File: config.mk
export PLATFORM = sky130hd
export DESIGN_NAME = param_sync_fifo
export DESIGN_NICKNAME = d
export VERILOG_FILES = /design/src/rtl/param_sync_fifo.sv
export SDC_FILE = /design/constraint.sdc
export NUM_CORES = 1
export LEC_CHECK = 0
export CELL_PAD_IN_SITES_DETAIL_PLACEMENT = 1
export CELL_PAD_IN_SITES_GLOBAL_PLACEMENT = 1
export CORE_ASPECT_RATIO = 0.6
export CORE_MARGIN = 2
export CORE_UTILIZATION = 48
export DETAILED_ROUTE_END_ITERATION = 7
export PLACE_DENSITY_LB_ADDON = 0.1
export SETUP_SLACK_MARGIN = 0.4
export SYNTH_ARGS = -nofsm -noshare
export SYNTH_HDL_FRONTEND = slang
export SYNTH_SLANG_ARGS = --single-unit
File: constraint.sdc
create_clock -name clk -period 2.9 [get_ports clk]
set_clock_uncertainty 0.1 [all_clocks]
set_input_delay 0.29 -clock clk [delete_from_list [all_inputs] [get_ports clk]]
set_output_delay 0.29 -clock clk [all_outputs]
set_load 0.01 [all_outputs]
File: src/rtl/param_sync_fifo.sv
// rtl/param_sync_fifo.sv - parametrised single-clock FIFO with registered or fall-through read
module param_sync_fifo #(
    parameter int DATA_W    = 8,
    parameter int DEPTH     = 8,
    parameter int AF_THRESH = DEPTH - 2,
    parameter int AE_THRESH = 2,
    parameter int FWFT      = 0
) (
    input  logic                       clk,
    input  logic                       rst,
    input  logic                       write,
    input  logic [DATA_W-1:0]          din,
    input  logic                       read,
    input  logic                       clr_err,
    output logic [DATA_W-1:0]          dout,
    output logic                       dout_valid,
    output logic                       fifo_full,
    output logic                       fifo_empty,
    output logic                       almost_full,
    output logic                       almost_empty,
    output logic [$clog2(DEPTH):0]     level,
    output logic                       overflow,
    output logic                       underflow
);
    localparam int AW = $clog2(DEPTH);
    localparam int LW = AW + 1;

    if (AF_THRESH < 0 || AF_THRESH > DEPTH) begin : g_bad_af
        $error("param_sync_fifo: AF_THRESH out of range 0..DEPTH");
    end
    if (AE_THRESH < 0 || AE_THRESH > DEPTH) begin : g_bad_ae
        $error("param_sync_fifo: AE_THRESH out of range 0..DEPTH");
    end
    if (DEPTH < 2 || (1 << AW) != DEPTH) begin : g_bad_depth
        $error("param_sync_fifo: DEPTH must be a power of two >= 2");
    end

    logic [DATA_W-1:0] mem [DEPTH];
    logic [AW-1:0]     wr_ptr;
    logic [AW-1:0]     rd_ptr;
    logic              wr_acc;
    logic              rd_acc;

    assign fifo_full    = (level == LW'(DEPTH));
    assign fifo_empty   = (level == '0);
    assign almost_full  = (level >= LW'(AF_THRESH));
    assign almost_empty = (level <= LW'(AE_THRESH));

    // Full blocks only the write and empty blocks only the read, so a
    // simultaneous request pair always makes progress on one side.
    assign wr_acc = write & ~fifo_full;
    assign rd_acc = read  & ~fifo_empty;

    always_ff @(posedge clk) begin
        if (wr_acc) begin
            mem[wr_ptr] <= din;
        end
    end

    always_ff @(posedge clk) begin
        if (rst) begin
            wr_ptr <= '0;
            rd_ptr <= '0;
            level  <= '0;
        end else begin
            if (wr_acc) begin
                wr_ptr <= wr_ptr + AW'(1);
            end
            if (rd_acc) begin
                rd_ptr <= rd_ptr + AW'(1);
            end
            case ({wr_acc, rd_acc})
                2'b10:   level <= level + LW'(1);
                2'b01:   level <= level - LW'(1);
                default: level <= level;
            endcase
        end
    end

    // A new error wins over clr_err so no event can be lost in the clearing cycle.
    always_ff @(posedge clk) begin
        if (rst) begin
            overflow  <= 1'b0;
            underflow <= 1'b0;
        end else begin
            if (write & fifo_full) begin
                overflow <= 1'b1;
            end else if (clr_err) begin
                overflow <= 1'b0;
            end
            if (read & fifo_empty) begin
                underflow <= 1'b1;
            end else if (clr_err) begin
                underflow <= 1'b0;
            end
        end
    end

    if (FWFT == 0) begin : g_registered
        logic [DATA_W-1:0] dout_q;
        logic              dout_valid_q;

        always_ff @(posedge clk) begin
            if (rst) begin
                dout_q       <= '0;
                dout_valid_q <= 1'b0;
            end else begin
                dout_valid_q <= rd_acc;
                if (rd_acc) begin
                    dout_q <= mem[rd_ptr];
                end
            end
        end

        assign dout       = dout_q;
        assign dout_valid = dout_valid_q;
    end else begin : g_fall_through
        // Masked while empty so stale or uninitialised memory never reaches dout.
        assign dout       = fifo_empty ? '0 : mem[rd_ptr];
        assign dout_valid = ~fifo_empty;
    end
endmodule

==> Word level (Yosys, flattened, before mapping) <==
Memories as Yosys holds them, arrays and structs flattened. A register that Yosys moved wholly into a read port is not among the register bits.
Index checks and enable logic that the tools add are counted.
Widths: inputs -> output; s select.
{ "op_classes": {"addsub": 4, "magnitude_cmp": 2, "eq_ne": 3, "mux": 6, "bitwise_logic": 6, "reduce_logical": 4} }
{ "op_table": {"columns": ["cell", "count"], "rows": [
  ["$pmux 4 s2", 1],
  ["$add 3x1->3 const B", 2],
  ["$reduce_bool 2->1", 3],
  ["$mux 1", 5],
  ["$add 4x1->4 const B", 1],
  ["$and 1x1->1", 4],
  ["$eq 4x4->1 const B", 1],
  ["$ge 4x3->1 const B", 1],
  ["$le 4x2->1 const B", 1],
  ["$logic_not 4->1", 1],
  ["$sub 4x1->4 const B", 1],
  ["$eq 2x1->1 const B", 1],
  ["$eq 2x2->1 const B", 1],
  ["$not 1->1", 2]
]} }
{ "word_totals": {"reg_bits": 13, "mem_bits_rw": 64, "inputBits": 13, "out_inout_bits": 19, "elab_cells": 32, "memories": 1} }
{ "mem_list": {"columns": ["name", "words", "width", "read_ports", "rd_clocked_by_memory_dff", "write_ports", "line_no", "source"], "rows": [
  ["mem", 8, 8, 1, 1, 1, "38", "logic [DATA_W-1:0] mem [DEPTH];"]
]} }

==> Longest topological paths before layout <==
Gate-level depths: netlist of the first run.
{ "depth": {"ltp_word": 5, "depth_mapped": 11, "ltp_nobuf": 9} }

==> Least setup slack after synthesis of the first run <==
No wires, ideal clock.
{ "synth_path": {"path_kind": "register to register", "startpoint": "register level[0]", "endpoint": "register level[2]", "setup_ns": 0.074, "t_arrival_ns": 2.371, "path_slack_ns": 0.355, "stages_incl_launch_ff": 12, "synth_period_minus_slack_ns": 2.545, "path_cell_list": "dfxtp_1 -> clkbuf_1 -> or4b_4 -> buf_6 -> nand2_8 -> ha_1 -> xor2_1 -> ha_1 -> a21oi_1 -> xor2_1 -> or3_1 -> a21oi_1"} }
{ "synth_between": {"elab_chain_len": 5, "elab_cells_between_ends": 12} }
{ "synth_lines": {"columns": ["item", "line_no", "source"], "rows": [
  ["start, declared", "21", "output logic [$clog2(DEPTH):0] level,"],
  ["start signal, assigned", "73", "2'b10: level <= level + LW'(1);"],
  ["start signal, assigned", "74", "2'b01: level <= level - LW'(1);"],
  ["start signal, assigned", "75", "default: level <= level;"],
  ["$eq 4x4->1 or $logic_not 4->1 (tied branches)", "44, 45", null],
  ["$not 1->1, on equally long branches", "51, 52", null],
  ["$and 1x1->1, on equally long branches", "51, 52", null],
  ["$eq 2x1->1 or $eq 2x2->1 (tied branches)", "72", "case ({wr_acc, rd_acc})"],
  ["$pmux 4 s2 or $reduce_bool 2->1 (tied branches)", null, null]
]} }
Parallel ways exist; a longest one is shown, timed or not.
A chain may end at the register's enable or synchronous reset.

==> Worst setup path after layout of the first run <==
{ "layout_path": {"startpoint": "register level[2]", "endpoint": "register level[3]"} }
Same word-level chain as after synthesis.

==> key figures, run 1 <==
Placed design
  – Dpl hpwl: 4911 um
  – Pre-CTS WS: 232.6 ps
  – GPL Wtd Cong: ~0.71
  – # placed instances: 326
  – Port Buffer Count: 31

Worst setup path
  – Crit path launch type: register
  – Slowest CP cell: o41a_4
  – Crit path capture type: register
  – R2R depth: 7
  – CP Data Arrival Time: 2580 ps
  – Worst path cell trace: buf_4, o41a_4, buf_4, ha_1, nor3_1, a22o_1, mux2_2
  – Critical Path RT: 3030 ps
  – Critical R2R Launch: level[2]
  – Slowest cell delay on critical path: 450 ps
  – Setup crit start: level[2]
  – Most used cell, CP: buf_4
  – WS Path Type: register to register
  – Worst-path fanout max: 7

Worst hold path
  – Depth of the worst hold-timing path: 2
  – Tightest Hold Check Type: register to register
  – Worst Min Path Start: dout[7]

Yosys
  – Share of the synthesized area in the top cell type: 54.88%
  – Avg Inst Size Synth: approximately 17 um2
  – Post-synthesis net count: approximately 220
  – Ranking of synthesized cells by area: edfxtp_1 55%, dfxtp_1 12%, mux4_2 10%
  – Predominant post-synthesis flop cell: edfxtp_1
  – Post-synth top area cell: edfxtp_1
  – Sequential-to-total area share from yosys stat: approximately two thirds
  – Yosys cell types: 42
  – Register bit count reported by yosys: 85
  – Ys Warns: 0
  – Mapped cell area: approximately 3500 um2
  – EDFF count, synth: 64
  – Post-synth top cells: 64 x edfxtp_1, 22 x nor2_1, 21 x dfxtp_1
  – Post-synth ARST share: 0%
  – Count leader, synth: edfxtp_1
  – Post-Syn Instances: 206

STA
  – Hold_ws: slightly above 400 ps
  – Fmax: roughly 410 MHz
  – RSZ-0062 raised after global routing: true
  – Slew margin rel.: a little over a third
  – Final Worst Setup Slack: approximately 450 ps
  – Final setup violation count: 0
  – Minimum clock period: 2452 ps
  – Crit share post-route: 84.55%
  – Hold Vio Cnt, Final: 0
  – Max-slew violations: 0
  – Setup tns final: 0 ps
  – Least-Margin Pin Slew: 968.9 ps

Global routing
  – First-pass GRT wire length: 12,210 um
  – Total grt overflow: 0
  – Pin count of the biggest net entering global routing: 19
  – Antenna violations before repair: 0
  – Vias in the first global route: 2,180
  – GR Util All Layers: 21.68%

Power
  – P per Cell Area: about 950 nW/um2
  – Lkg Pwr: approximately 1.5 nW
  – Sequential share of power: around 39%
  – Combinational share of power: 30.4%
  – Share of power burned in the clock network: 30.8%
  – VDD IR max: 475.4 uV
  – NetSw: 1.199 mW
  – Pint: 2.960 mW
  – Net Sw Frac: 28.83%

Drt
  – Routed WL: 7961 um
  – Via count: 1,991
  – Drt pass-1 iters: 4
  – DRT iter0 DRCs: between 100 and 150
  – Vias/cell: 5.656
  – Antenna-violating nets left: 0
  – Drt drc: 0
  – WL/cell: between 20 and 25 um

Clock network
  – TritonCTS clock tree: yes
  – CTS Root Cell: clkbuf_16
  – Clk slew on worst S/H paths: 60 ps
  – CTS H-tree depth: 3
  – CTS Buffer Depth: 2
  – CTS buffer count: 9
  – Clock Sinks: 85
  – Worst-Skew Late Latency: 340 ps

Final layout
  – Share of cells above drive strength 1: 33.33%
  – Nets: ~270
  – ANT cells: 0
  – Finished Layout Cells: 352
  – Area growth syn-to-layout: 25.01%

Status
  – Status: completed

Die
  – # IOs: 32
  – # rows: 24
  – Height of the chip: 70.17 um
  – Initial Utilization: 48.80%
  – Core Area: 7177 um2
  – Die footprint: 8018 um2
  – Chip width: between 100 and 150 um

Run
  – Max-Cap Viols: 0
[flip-flops by register name, summed over array words and instances, names as in the netlist]
register,count
mem,64
underflow,1
wr_ptr,3
level,4
dout,8
dout_valid,1
rd_ptr,3
overflow,1
[power by group through the flow]
stage / combinational [mW] / clock (mW) / sequential, mW
final: 1.26 / 1.28 / 1.61
after global routing: 1.36 / 1.35 / 1.64
after CTS: 1.19 / 1.31 / 1.61
after detailed placement: 1.14 / 0 / 1.63
after global placement: 1.09 / 0 / 1.61
after floorplan: 0.762 / 0 / 1.60
[metal layers]
metal | global-route usage [%] | routed length, um | vias up
met5 | 0 | 0 | -
met4 | 8.130 | 153 | 0
met3 | 7.292 | 458 | 19
met2 | 34.72 | 3887 | 59
met1 | 27.64 | 3462 | 1019
li1 | - | - | 894
[critical path, delay by kind of cell (launching register included)]
kind	cells	cell delay, ps
flip-flops	1	370
AO/OA/AOI/OAI	2	620
adder cells (fa/ha/maj)	1	390
AND/OR/NAND/NOR	1	240
buffers and inverters	2	300
multiplexers	1	320
[cells in the final DEF (no fill, tap or decap), types with 3 or more instances in the layout]
cell type,netlist,routed
a21oi_2,1,3
buf_4,2,20
bufinv_16,0,3
clkbuf_16,0,9
clkdlybuf4s50_1,0,31
dfxtp_1,21,17
dfxtp_4,0,4
edfxtp_1,64,64
ha_1,5,3
mux4_2,16,16
nor2_1,22,22
nor2b_1,4,4
nor3_1,5,5
nor3_2,8,8
o21ai_0,3,3
o22ai_2,8,8
xor2_1,5,4
[final cells by class]
cell class | instances | area, um2
Fill cell | 642 | 2799
Sequential cell | 85 | 2357
Multi-Input combinational cell | 107 | 1100
Timing Repair Buffer | 51 | 460.4
Clock buffer | 9 | 225.2
Clock inverter | 7 | 113.9
Tap cell | 91 | 113.9
Inverter | 2 | 7.507
[what timing repair did]
action,CTS,global route
resized for setup,4,9
hold buffers,0,0
pin swaps,3,5
setup endpoints to repair,2,3
setup buffers,5,5
hold endpoints to repair,0,0
[cell families after synthesis]
family          Yosys count  synth area share (%)
mux                      19                 11.18
flops                    85                 66.88
xor+xnor                  7                 1.965
fa+ha+maj                 5                 1.786
compound gates           20                 5.395
simple gates             56                 10.08
buf+inv                  14                 2.715
[worst paths after layout]
path | to | slack (ps)
min reg2reg | dout[7] | 400
min | dout[7] | 400
max reg2reg | level[3] | 450
max | level[3] | 450
[through the flow]
step	utilization, %	area [um2]	total power [mW]
floorplan	-	3518	2.363
global placement	54.71	3926	2.705
detailed placement	54.71	3926	2.769
CTS	60.02	4308	4.115
global route	61.00	4378	4.350
finish	61.00	4378	4.159
No activity file was read; power rests on OpenSTA's default activity.
==> run 2: changes to the inputs <==
--- a/config.mk
+++ b/config.mk
@@ -9,7 +9,7 @@
 export CELL_PAD_IN_SITES_GLOBAL_PLACEMENT = 1
 export CORE_ASPECT_RATIO = 0.6
 export CORE_MARGIN = 2
-export CORE_UTILIZATION = 48
+export CORE_UTILIZATION = 44
 export DETAILED_ROUTE_END_ITERATION = 7
 export PLACE_DENSITY_LB_ADDON = 0.1
 export SETUP_SLACK_MARGIN = 0.4
==> constraint.sdc (replaced) <==
create_clock -name clk -period 2.2 [get_ports clk]
set_clock_uncertainty 0.1 [all_clocks]
set_input_delay 0.22 -clock clk [delete_from_list [all_inputs] [get_ports clk]]
set_output_delay 0.22 -clock clk [all_outputs]
set_load 0.01 [all_outputs]
==> run 2 against run 1 <==
Net effect: the run now ends with negative setup slack left; cell count rose by 12%; design area increased by 9.2%; sequential cell count unchanged; setup slack got worse by 540 ps; hold slack better by 17 ps; sequential share of layout area down 4.7 points; wire length up 4.0%; critical path type unchanged; largest cell class unchanged.
==> key figures, run 2 (synthesized netlist as in run 1, its figures left out) <==
Worst hold path
  – Depth of the worst hold-timing path: 2 (unchanged)
  – Tightest Hold Check Type: register to register

Clock network
  – CTS Buffer Depth: 2 (unchanged)
  – TritonCTS clock tree: yes
  – CTS H-tree depth: 3 (unchanged)
  – CTS Root Cell: clkbuf_16
  – Clk slew on worst S/H paths: 60 ps (about the same)
  – CTS buffer count: 9 (unchanged)
  – Clock Sinks: 85 (unchanged)
  – Worst-Skew Late Latency: 330 ps (about the same)
  – Hold buffer count at cts: 0 (unchanged)

STA
  – Final Worst Setup Slack: -95.15 ps (-543.2 ps)
  – Fmax: 435.7 MHz (+6.8%)
  – Final setup violation count: 2 (+2)
  – Max-slew violations: 0 (unchanged)
  – RSZ-0062 raised after global routing: true
  – Minimum clock period: 2295 ps (-156.8 ps)
  – Slew margin rel.: 70.06% (+35 points)
  – Hold Vio Cnt, Final: 0 (unchanged)
  – Crit share post-route: 104.3% (+20 points)
  – Least-Margin Pin Slew: 447.7 ps (-521.2 ps)

Worst setup path
  – Critical R2R Launch: level[1]
  – FF-to-FF setup slack: -100 ps (-540 ps)
  – Critical Path RT: 2360 ps (-670 ps)
  – R2R depth: 9 (+2)
  – Worst-path fanout max: 4 (-3)
  – Setup crit start: level[1]
  – WS Path Type: register to register
  – Crit path capture type: register
  – Reg2Reg Capture Point: level[2]
  – Crit path launch type: register
  – CP Data Arrival Time: 2450 ps (-130 ps)
  – Worst Setup EP: level[2]

Die
  – Initial Utilization: 44.96% (-3.8 points)
  – Height of the chip: 73.11 um (+4.2%)
  – # IOs: 32 (unchanged)
  – Die footprint: 8712 um2 (+8.7%)
  – Chip width: 119.2 um (+4.3%)
  – Core Area: 7789 um2 (+8.5%)
  – # rows: 25 (+4.2%)

Final layout
  – Share of cells above drive strength 1: 43.71% (+10 points)
  – Nets: 299 (+9.1%)
  – Util after Layout: 61.37% (+0.36 points)
  – Commonest cells after routing, fill and taps aside: 64 x edfxtp_1, 30 x buf_4, 26 x clkdlybuf4s50_1
  – Finished Layout Cells: 394 (+12%)
  – Largest Register: mem
  – Commonest non-fill, non-tap cell in the layout: edfxtp_1
  – Area growth syn-to-layout: 36.48%
  – Max reg flops: 64 (unchanged)
  – ANT cells: 0 (unchanged)

Power
  – Tot Pwr: 5.900 mW (+42%)
  – Net Sw Frac: 29.68% (+0.85 points)
  – Sequential share of power: 35.3% (-3.5 points)
  – P per Cell Area: 1234 nW/um2 (+30%)
  – NetSw: 1.751 mW (+46%)
  – Combinational share of power: 38.5% (+8.1 points)
  – VDD IR max: 593.0 uV (+25%)
  – Lkg Pwr: 1.648 nW (+11%)
  – Share of power burned in the clock network: 26.1% (-4.7 points)
  – Pint: 4.149 mW (+40%)

Drt
  – Antenna-violating nets left: 0 (unchanged)
  – Drt pass-1 iters: 4 (unchanged)
  – DRT iter0 DRCs: 88 (-19%)
  – Via count: 2,068 (+3.9%)
  – Vias/cell: 5.249 (-7.2%)
  – Routed WL: 8279 um (+4.0%)
  – WL/cell: 21.01 um (-7.1%)
  – Drt drc: 0 (unchanged)

Status
  – Status: finished with violations
  – Violated checks: negative setup slack

Placed design
  – Dpl hpwl: 5545 um (+13%)
  – Port Buffer Count: 31 (unchanged)
  – GPL Wtd Cong: 0.7616 (+8.0%)
  – Pre-CTS WS: -166.0 ps (-398.7 ps)
  – # placed instances: 360 (+10%)

Global routing
  – Antenna violations before repair: 0 (unchanged)
  – GR Util All Layers: 19.92% (-1.8 points)
  – Total grt overflow: 0 (unchanged)
  – First-pass GRT wire length: 12,330 um (+1.0%)
  – Pin count of the biggest net entering global routing: 19 (unchanged)
  – Vias in the first global route: 2,112 (-3.1%)

Run
  – Max-Cap Viols: 0 (unchanged)
run 2: changes by cell type in the layout (fill, tap and decap cells not counted), sizes merged:
cell           before  now
clkinvlp            1    0
dlygate4sd2         0    2
clkdlybuf4s15       0    1
clkbuf              9   11
clkdlybuf4s50      31   26
clkinv              3    4
buf                20   46
bufinv              3    2
run 2: routing by layer:
metal	global-route usage, %	vias to the layer above	wire length (um)
li1	-	942	-
met1	28.03	1067	3765
met2	31.23	51	4025
met3	5.000	8	405
met4	5.556	0	82
met5	0	-	0
run 2: final cells by class:
cell class              count  area (um2)
multi-input cells         107        1240
well taps                 108       135.1
flip-flops and latches     85        2350
repair buffers             76       740.7
fillers                   699        3009
clock inverters             6       77.57
clock buffers              10       229.0
inverters                   2       7.507
run 2: worst min-delay path by stage:
stage	slack, ps	from	end
floorplan	220	din[0]	mem[0][0]
global placement	380	dout[5]	dout[5]
detailed placement	400	dout[6]	dout[6]
CTS	410	dout[6]	dout[6]
global route	450	dout[0]	dout[0]
finish	420	dout[4]	dout[4]
run 2: per-stage QoR:
step | hold WS (ps) | TNS (ps) | cell area, um2
floorplan | 218.9 | -422.8 | 3553
global placement | 379.2 | -26.88 | 4116
detailed placement | 396.1 | -264.8 | 4116
CTS | 410.7 | -149.1 | 4549
global route | 448.1 | -289.7 | 4780
finish | 421.3 | -184.2 | 4780
run 2: critical path: stages (launching register included):
cell and delay, ps:
dfxtp_2 340, or4b_4 590, nand2_8 90, ha_4 140, xor2_1 150, ha_2 200
a21oi_2 40, xor2_1 140, or3_1 310, a21oi_1 130
run 2: power by group through the flow:
stage | Combinational (mW) | Clock [mW] | Sequential [mW]
after floorplan | 1.03 | 0 | 2.12
after global placement | 1.65 | 0 | 2.06
after detailed placement | 1.73 | 0 | 2.09
after CTS | 1.85 | 1.58 | 2.06
after global routing | 2.44 | 1.64 | 2.11
final | 2.27 | 1.54 | 2.08
run 2: repair_timing:
action / CTS / global route
setup buffers: 7 / 11
resized for setup: 29 / 29
endpoints found under the setup margin: 73 / 82
cloned: 0 / 0
pin swaps: 5 / 19
==> run 3: changes to the inputs <==
--- a/config.mk
+++ b/config.mk
@@ -7,7 +7,7 @@
 export LEC_CHECK = 0
 export CELL_PAD_IN_SITES_DETAIL_PLACEMENT = 1
 export CELL_PAD_IN_SITES_GLOBAL_PLACEMENT = 1
-export CORE_ASPECT_RATIO = 0.6
+export CORE_ASPECT_RATIO = 1.2
 export CORE_MARGIN = 2
 export CORE_UTILIZATION = 44
 export DETAILED_ROUTE_END_ITERATION = 7
==> run 3 against run 2 <==
Net effect: the run still ends with negative setup slack left; via count fell by 1.6%; total power fell by 16%; clock power fell by 34%; setup slack got worse by 79 ps; global-route usage fell by 0.62 points; critical path type unchanged; critical endpoint unchanged; largest cell class unchanged; highest routed layer unchanged.
==> key figures, run 3 (synthesized netlist as in run 1, its figures left out) <==
Final layout
  – Commonest non-fill, non-tap cell in the layout: edfxtp_1
  – Max reg flops: 64 (unchanged)
  – Filler cells: 717 (+2.6%)
  – Design area: 4448 um2 (-6.9%)
  – ANT cells: 0 (unchanged)
  – Area growth syn-to-layout: 27.01%
  – Largest Register: mem
  – Nets: 290 (-3.0%)
  – Share of cells above drive strength 1: 42.60% (-1.1 points)
  – Commonest cells after routing, fill and taps aside: 64 x edfxtp_1, 27 x clkdlybuf4s50_1, 21 x buf_4

Worst setup path
  – Most used cell, CP: a21oi_2
  – Critical Path RT: 2370 ps (about the same)
  – Crit path capture type: register
  – Worst path cell trace: or4b_4, nand2_8, ha_4, xor2_1, ha_2, a21oi_2, xor2_2, or3_1, a21oi_2
  – CP Data Arrival Time: 2550 ps (+100 ps)
  – Slowest cell delay on critical path: 580 ps (about the same)
  – WS Path Type: register to register
  – Crit path launch type: register
  – Slowest CP cell: or4b_4
  – Worst-path fanout max: 3 (-1)

Drt
  – Via count: 2,034 (-1.6%)
  – WL/cell: 21.30 um (+1.3%)
  – Wl on met1: 3114 um (-17%)
  – Met2 WL: 4271 um (+6.1%)
  – Routed WL: 7858 um (-5.1%)
  – Vias/cell: 5.512 (+5.0%)
  – Antenna-violating nets left: 0 (unchanged)
  – Drt drc: 0 (unchanged)
  – Top routing layer used: met4
  – Met3 routed WL: 290 um (-28%)
  – DRT iter0 DRCs: 65 (-26%)
  – Drt pass-1 iters: 4 (unchanged)

Clock network
  – CTS buffer count: 9 (unchanged)
  – CTS H-tree depth: 3 (unchanged)
  – CTS Root Cell: clkbuf_8
  – Clock Sinks: 85 (unchanged)
  – Worst-Skew Late Latency: 350 ps (+20 ps)
  – TritonCTS clock tree: yes
  – Clk slew on worst S/H paths: 90 ps (+30 ps)
  – CTS Buffer Depth: 2 (unchanged)

Status
  – Status: finished with violations
  – Violated checks: negative setup slack

STA
  – RSZ-0062 raised after global routing: true
  – Hold Vio Cnt, Final: 0 (unchanged)
  – Crit share post-route: 107.9% (+3.6 points)
  – Hold_ws: 408.5 ps (-12.81 ps)
  – Fmax: 421.1 MHz (-3.3%)
  – Final setup violation count: 3 (+1)
  – Least-Margin Pin Slew: 352.2 ps (-95.52 ps)
  – Max-slew violations: 0 (unchanged)
  – Slew margin rel.: 76.49% (+6.4 points)
  – Minimum clock period: 2375 ps (+79.37 ps)
  – Final Worst Setup Slack: -174.5 ps (-79.37 ps)

Worst hold path
  – Tightest Hold Check Type: register to register

Die
  – Initial Utilization: 45.44% (+0.47 points)
  – # IOs: 32 (unchanged)
  – # rows: 35 (+40%)
  – Height of the chip: 101.7 um (+39%)
  – Chip width: 85.44 um (-28%)
  – Core Area: 7707 um2 (-1.0%)
  – Die footprint: 8692 um2 (-0.24%)

Placed design
  – Placed inst area: 4064 um2 (-1.3%)
  – Pre-CTS WS: -198.7 ps (-32.67 ps)
  – Dpl hpwl: 5218 um (-5.9%)
  – Port Buffer Count: 31 (unchanged)
  – GPL Wtd Cong: 0.8304 (+9.0%)

Global routing
  – Vias in the first global route: 2,256 (+6.8%)
  – First-pass GRT wire length: 12,170 um (-1.3%)
  – Pin count of the biggest net entering global routing: 19 (unchanged)
  – GR Util All Layers: 19.30% (-0.62 points)
  – Total grt overflow: 0 (unchanged)
  – Antenna violations before repair: 0 (unchanged)

Run
  – Max-Cap Viols: 0 (unchanged)

Power
  – VDD IR max: 684.1 uV (+15%)
  – P per Cell Area: 1117 nW/um2 (-9.5%)
  – Lkg Pwr: 1.518 nW (-7.9%)
  – Tot Pwr: 4.968 mW (-16%)
[run 3: changes by cell type in the layout (fill, tap and decap cells not counted), moves of 2 or more]
| cell | previous run | this run |
|---|---|---|
| buf_4 | 30 | 21 |
| clkbuf_8 | 0 | 9 |
| inv_6 | 0 | 3 |
| buf_6 | 9 | 15 |
| clkbuf_16 | 9 | 0 |
| nor4_2 | 0 | 2 |
| buf_12 | 5 | 0 |
| nor2_1 | 15 | 19 |
| nor2_4 | 4 | 0 |
| o22ai_4 | 6 | 0 |
| o22ai_2 | 2 | 8 |
| clkinv_1 | 2 | 0 |
| bufinv_16 | 2 | 0 |
| clkinv_4 | 0 | 2 |
[run 3: worst max-delay path: cells and delay by family, from the launching register on]
family	cells	cell delay, ps
AND/OR/NAND/NOR	3	1000
flip-flops	1	340
adder cells (fa/ha/maj)	2	330
XOR/XNOR	2	310
AO/OA/AOI/OAI	2	200
[run 3: final cells by class]
cell class              count  area, um2  area share [%]
clock buffers               9      123.9           2.785
clock inverters             7      56.30           1.266
inverters                   2      7.507          0.1688
multi-input cells         107       1167           26.24
flip-flops and latches     85       2347           52.77
well taps                  92      115.1           2.588
repair buffers             67      630.6           14.18
[run 3: where the power goes]
part | internal (mW) | switching, mW
logic | 0.970 | 0.928
clock network | 0.424 | 0.591
registers | 1.94 | 0.119
total | 3.33 | 1.64
[run 3: routing by layer]
layer,vias to the layer above,GRT usage [%]
li1,927,-
met1,1035,22.43
met2,57,34.98
met3,15,3.912
met4,0,7.570
met5,-,0
[run 3: path summary, 6_finish.rpt]
check	start	end	slack (ps)	depth (start not counted)
max	level[0]	level[2]	-170	9
min	dout[1]	dout[1]	410	2
max reg2reg	level[0]	level[2]	-170	9
min reg2reg	dout[1]	dout[1]	410	2
[run 3: stage by stage]
| stage | cells | util [%] | TNS [ps] |
|---|---|---|---|
| 6_report | 369 | 57.71 | -382.0 |
| 2_1_floorplan | 206 | - | -422.8 |
| 4_1_cts | 365 | 56.67 | -202.0 |
| 3_3_place_gp | 343 | 52.73 | -9.867 |
| 3_5_place_dp | 343 | 52.73 | -234.3 |
| 5_1_grt | 369 | 57.71 | -604.0 |
[run 3: repair_timing]
| action | CTS | global route |
|---|---|---|
| pin swaps | 6 | 4 |
| resized for setup | 29 | 14 |
| hold buffers | 0 | 0 |
| setup buffers | 6 | 4 |
| setup endpoints to repair | 57 | 76 |
| gates cloned | 0 | 0 |
